`src/rtl/i2s_adc_rx.sv`:
```
// I2S ADC receiver: synchronizes the codec bit clock, frame clock and data, deserializes 16-bit left/right words and presents each complete pair through a valid/ready holding register.
// Optional sticky overrun output when compiled with `define I2S_ADC_RX_OVERRUN_EN.
module i2s_adc_rx #(
  parameter int DATA_W = 16
) (
  input  logic                     clk,
  input  logic                     reset,
  input  logic                     init_done,
  input  logic                     AUD_BCLK,
  input  logic                     AUD_ADCLRCK,
  input  logic                     AUD_ADCDAT,
  output logic signed [DATA_W-1:0] sample_l,
  output logic signed [DATA_W-1:0] sample_r,
  output logic                     out_valid,
  input  logic                     out_ready
`ifdef I2S_ADC_RX_OVERRUN_EN
  ,
  output logic                     overrun
`endif
);

  localparam int CNT_W = $clog2(DATA_W + 1);
  localparam logic [CNT_W-1:0] CNT_FULL = CNT_W'(DATA_W);
  localparam logic [CNT_W-1:0] CNT_LAST = CNT_W'(DATA_W - 1);

  typedef enum logic [1:0] {
    ST_IDLE,
    ST_SYNC,
    ST_LEFT,
    ST_RIGHT
  } state_t;

  logic                     r_bclk_p0, r_bclk_p1, r_bclk_p2;
  logic                     r_lrck_p0, r_lrck_p1;
  logic                     r_dat_p0, r_dat_p1;
  logic                     r_lrck_prev;
  state_t                   r_state;
  logic [CNT_W-1:0]         r_bit_cnt;
  logic signed [DATA_W-1:0] r_shift_l;
  logic signed [DATA_W-1:0] r_shift_r;
  logic signed [DATA_W-1:0] r_sample_l;
  logic signed [DATA_W-1:0] r_sample_r;
  logic                     r_out_valid;

  logic                     w_bclk_rise;
  logic                     w_lrck;
  logic                     w_dat;
  logic                     w_offer;
  logic signed [DATA_W-1:0] w_new_r;

  // Stage p0/p1: two-flop synchronizers; p2 is the BCLK history flop for edge detection
  always_ff @(posedge clk or negedge reset) begin
    if (!reset) begin
      r_bclk_p0 <= 1'b0;
      r_bclk_p1 <= 1'b0;
      r_bclk_p2 <= 1'b0;
      r_lrck_p0 <= 1'b0;
      r_lrck_p1 <= 1'b0;
      r_dat_p0  <= 1'b0;
      r_dat_p1  <= 1'b0;
    end else begin
      r_bclk_p0 <= AUD_BCLK;
      r_bclk_p1 <= r_bclk_p0;
      r_bclk_p2 <= r_bclk_p1;
      r_lrck_p0 <= AUD_ADCLRCK;
      r_lrck_p1 <= r_lrck_p0;
      r_dat_p0  <= AUD_ADCDAT;
      r_dat_p1  <= r_dat_p0;
    end
  end

  assign w_bclk_rise = r_bclk_p1 & ~r_bclk_p2;
  assign w_lrck      = r_lrck_p1;
  assign w_dat       = r_dat_p1;

  // The last right bit completes the pair; RIGHT is only reachable with a full left word
  assign w_offer = init_done && (r_state == ST_RIGHT) && w_bclk_rise && w_lrck
                   && (r_bit_cnt == CNT_LAST);
  assign w_new_r = {r_shift_r[DATA_W-2:0], w_dat};

  // Stage p3: frame FSM and deserializers, advancing only on detected BCLK rising edges
  always_ff @(posedge clk or negedge reset) begin
    if (!reset) begin
      r_state     <= ST_IDLE;
      r_bit_cnt   <= '0;
      r_shift_l   <= '0;
      r_shift_r   <= '0;
      r_lrck_prev <= 1'b0;
    end else begin
      if (w_bclk_rise) begin
        r_lrck_prev <= w_lrck;
      end
      if (!init_done) begin
        r_state   <= ST_IDLE;
        r_bit_cnt <= '0;
        r_shift_l <= '0;
        r_shift_r <= '0;
      end else begin
        case (r_state)
          ST_IDLE: begin
            r_state <= ST_SYNC;
          end
          ST_SYNC: begin
            if (w_bclk_rise && !w_lrck && r_lrck_prev) begin
              r_state   <= ST_LEFT;
              r_bit_cnt <= '0;
            end
          end
          ST_LEFT: begin
            if (w_bclk_rise) begin
              if (w_lrck) begin
                r_state   <= (r_bit_cnt == CNT_FULL) ? ST_RIGHT : ST_SYNC;
                r_bit_cnt <= '0;
              end else if (r_bit_cnt < CNT_FULL) begin
                r_shift_l <= {r_shift_l[DATA_W-2:0], w_dat};
                r_bit_cnt <= r_bit_cnt + CNT_W'(1);
              end
            end
          end
          ST_RIGHT: begin
            if (w_bclk_rise) begin
              if (!w_lrck) begin
                r_state   <= (r_bit_cnt == CNT_FULL) ? ST_LEFT : ST_SYNC;
                r_bit_cnt <= '0;
              end else if (r_bit_cnt < CNT_FULL) begin
                r_shift_r <= w_new_r;
                r_bit_cnt <= r_bit_cnt + CNT_W'(1);
              end
            end
          end
          default: begin
            r_state   <= ST_IDLE;
            r_bit_cnt <= '0;
          end
        endcase
      end
    end
  end

  // Stage p4: holding register; a pair offered while a held pair is unaccepted is dropped
  always_ff @(posedge clk or negedge reset) begin
    if (!reset) begin
      r_sample_l  <= '0;
      r_sample_r  <= '0;
      r_out_valid <= 1'b0;
    end else if (!init_done) begin
      r_out_valid <= 1'b0;
    end else if (w_offer && (!r_out_valid || out_ready)) begin
      r_sample_l  <= r_shift_l;
      r_sample_r  <= w_new_r;
      r_out_valid <= 1'b1;
    end else if (!w_offer && r_out_valid && out_ready) begin
      r_out_valid <= 1'b0;
    end
  end

`ifdef I2S_ADC_RX_OVERRUN_EN
  logic r_overrun;
  logic w_drop;

  assign w_drop = w_offer && r_out_valid && !out_ready;

  always_ff @(posedge clk or negedge reset) begin
    if (!reset) begin
      r_overrun <= 1'b0;
    end else if (w_drop) begin
      r_overrun <= 1'b1;
    end
  end

  assign overrun = r_overrun;
`endif

  assign sample_l  = r_sample_l;
  assign sample_r  = r_sample_r;
  assign out_valid = r_out_valid;

endmodule

```
`config.mk`:
```
export PLATFORM = sky130hd
export DESIGN_NAME = i2s_adc_rx
export DESIGN_NICKNAME = d
export VERILOG_FILES = /design/src/rtl/i2s_adc_rx.sv
export SDC_FILE = /design/constraint.sdc
export NUM_CORES = 1
export LEC_CHECK = 0
export CAP_MARGIN = 15
export CORE_MARGIN = 2
export CORE_UTILIZATION = 40
export CTS_BUF_LIST = sky130_fd_sc_hd__clkbuf_16
export CTS_CLUSTER_SIZE = 25
export DETAILED_ROUTE_END_ITERATION = 10
export GPL_ROUTABILITY_DRIVEN = 0
export PLACE_DENSITY = 0.65
export SYNTH_ARGS = -nofsm -noshare
export SYNTH_HDL_FRONTEND = slang
export SYNTH_SLANG_ARGS = --single-unit
```
`constraint.sdc`:
```
create_clock -name clk -period 3.2 [get_ports clk]
set_input_delay 0.32 -clock clk [delete_from_list [all_inputs] [get_ports clk]]
set_output_delay 0.32 -clock clk [all_outputs]
set_load 0.01 [all_outputs]
```
==> run_results.csv <==
group,metric,value,unit
floorplanning,dieArea,9120,um2
synthesis,syn_nets,300,
worst_setup_path,cp-start-kind,"register",
placement,io_buffers,39,
synthesis,syn_inst,287,
timing,relSlewSlack,35.3,%
synthesis,synthDistinctLibCells,35,
cells_and_area,layout-drive-gt1-share,16.3,%
timing,tightest_slew,0.970,ns
timing,clock-skew-final,0.00668,ns
detailed_routing,drt-total-wl,6.23,mm
cells_and_area,nets,340,
timing,period_needed,2.50,ns
worst_setup_path,critPathMaxStageDelay,0.59,ns
cts,post-cts-setup-buffer-count,0,
worst_setup_path,worstSetupPathType,"reg -> reg",
global_routing,grt_max_degree,80,
cells_and_area,areaGrowthSynthToFinish,24.6,%
detailed_routing,viasPerCell,5.04,
timing,holdWs,0.143,ns
cts,cts_resized,0,
floorplanning,coreArea,8180,um2
synthesis,synth_top_area_cell,"dfrtp_1",
detailed_routing,drc,0,
worst_hold_path,hp-class,"in -> async",
detailed_routing,vias,2204,
cts,cts_tree,"yes",
pwr,powerDensity,588,nW/um2
detailed_routing,avgRoutedWirePerCell,14.3,um
worst_setup_path,cp_cell_sequence,"ha_1 -> nand2_1 -> or3_1 -> nor3_4 -> buf_4 -> mux2_2",
global_routing,grt-ovfl-total,0,
floorplanning,initial_core_util,40.9,%
synthesis,syn_avg_cell_area,11.7,um2
detailed_routing,dr.pass1.iters,4,
timing,period_share,78.3,%
detailed_routing,route.antenna.remaining_nets,0,
detailed_routing,drtIter0Drc,128,
timing,rsz0062_at_grt,"false",
global_routing,grt_pass1_vias,2155,
synthesis,netlist.area_leader.share,59.1,%
global_routing,grt_pass1_wl,10.6,mm
flow_run,cap_violations,0,
synthesis,ys_seq_elements,79,
synthesis,syn_area,3350,um2
cells_and_area,diodes,0,
worst_setup_path,cp_slowest_cell,"or3_1",
timing,finalMaxSlewViolations,0,
floorplanning,die_x,95.5,um
timing,finalSetupTns,0,ns
floorplanning,io-pin-count,40,
worst_setup_path,crit_required,3.41,ns
cts,clk_pin_slew,0.06,ns
cts,cts_hold_buf,0,
synthesis,ys_seq_area_share,59.1,%
pwr,p_leak,1.83,nW
timing,fmax,399,MHz
global_routing,grt_use_total,15.1,%
worst_setup_path,critical_path_arrival,2.72,ns
synthesis,ys.warnings.count,0,
worst_setup_path,path_delay_family,"simple AND/OR/NAND/NOR gates",
cells_and_area,fill_cells,727,
placement,hpwl,3.97,mm
global_routing,antenna_found_initial,0,
cts,cts_root_buf,"clkbuf_16",
pwr,ir_drop,0.308,mV
cts,htree_levels,3,
floorplanning,die_height,95.5,um
timing,finalHoldViolations,0,
cts,clk_latency,0.33,ns
cts,numClockSinks,79,
worst_setup_path,worstSetupEndpointType,"register",
timing,finalSetupViolCount,0,
cts,cts_buffers,9,
status,status,"finished clean",
worst_setup_path,crit_buf_inv,1,
cts,clockBufferDepth,2,
worst_setup_path,crit_fanout,23,
synthesis,synth.area.top_cells,"dfrtp_1 59%, mux2_2 10%, nand2_1 8.0%, a21boi_0 7.2%, ha_1 2.2%",
floorplanning,rows,33,
cells_and_area,final_core_util,51.0,%
==> state kept, by name, summed over array words and instances (netlist names), 2 cells and up <==
| name | cells |
|---|---|
| r_shift_r | 15 |
| sample_r | 16 |
| sample_l | 16 |
| r_shift_l | 16 |
| r_state | 2 |
| r_bit_cnt | 5 |
==> worst paths after layout <==
check / startpoint / end / slack (ns) / depth (start not counted)
hold / removal: reset / sample_l[1]$_DFFE_PN0P_ / 0.14 / 1
max in group asynchronous: reset / r_dat_p1$_DFF_PN0_ / 2.43 / 1
setup reg to reg: r_state[1]$_DFFE_PN0P_ / sample_l[1]$_DFFE_PN0P_ / 0.70 / 6
hold reg to reg: r_dat_p0$_DFF_PN0_ / r_dat_p1$_DFF_PN0_ / 0.35 / 0
setup / recovery: r_state[1]$_DFFE_PN0P_ / sample_l[1]$_DFFE_PN0P_ / 0.70 / 6
min in group clk: r_dat_p0$_DFF_PN0_ / r_dat_p1$_DFF_PN0_ / 0.35 / 0
==> kinds of logic (layout without fill, tap and decap cells) <==
logic type      after synthesis  in the layout  share of synthesized area, %
fa+ha+maj                     6              6                          2.24
buf+inv                      23             68                          3.29
mux                          33             33                          11.1
flops                        79             79                          59.1
simple gates                 94             94                          12.7
compound gates               52             52                          11.6
==> cell usage after synthesis, drive strengths merged <==
cell,n
a21oi,2
o21a,1
a21boi,32
nand2b,3
nor3,2
or3,1
nor2,4
a221o,1
clkbuf,11
and3b,1
dfrtp,79
nor2b,2
nand3,1
ha,6
nand4b,1
nand2,71
nor3b,1
and2,2
a211oi,2
nand3b,1
a2bb2oi,1
a221oi,1
o22ai,4
o21ai,2
o41ai,3
or4,2
mux2,33
buf,4
nor4bb,2
o2bb2ai,2
inv,8
o31a,1
==> metal layers <==
layer | GRT usage, % | vias to the layer above | wire, um
li1 | - | 1066 | -
met1 | 20.6 | 1087 | 2870
met2 | 23.4 | 41 | 3060
met3 | 3.40 | 10 | 219
met4 | 6.07 | 0 | 87
met5 | 0 | - | 0
==> metrics by stage <==
stage | cell area (um2) | total power [mW] | setup slack (ns) | cells
5_1_grt | 4170 | 2.56 | 0.503 | 437
3_5_place_dp | 3820 | 1.31 | 0.676 | 421
6_report | 4170 | 2.45 | 0.696 | 437
2_1_floorplan | 3350 | 1.23 | 1.11 | 287
4_1_cts | 4170 | 2.48 | 0.661 | 437
3_3_place_gp | 3820 | 1.30 | 0.768 | 421
==> cell usage in the layout (no fill, tap or decap), types with 3 or more instances in the layout <==
cell type,Yosys,routed
a21boi_0,32,32
buf_4,0,6
bufinv_16,0,3
clkbuf_16,0,9
clkdlybuf4s50_1,0,38
clkinv_4,0,3
dfrtp_1,79,79
ha_1,6,6
inv_1,8,8
mux2_2,31,31
nand2_1,71,71
nand2b_1,3,3
nor2_1,4,4
o22ai_1,4,4
o41ai_1,3,3
==> cell type report <==
class	instances	area (um2)	share of cell area [%]
multi-input combinational	185	1260	30.2
tap	105	131	3.15
inverter	8	30.0	0.720
timing repair buffer	44	425	10.2
clock inverter	7	121	2.91
sequential	79	1980	47.4
clock buffer	9	225	5.40
==> power by group <==
part / internal [mW] / leakage (nW) / switching, mW
Clock: 0.764 / 0.170 / 0.400
Combinational: 0.0934 / 0.571 / 0.148
Sequential: 1.02 / 1.08 / 0.0249
Total: 1.88 / 1.83 / 0.573
Note: power is estimated with default switching activity, not from simulation.
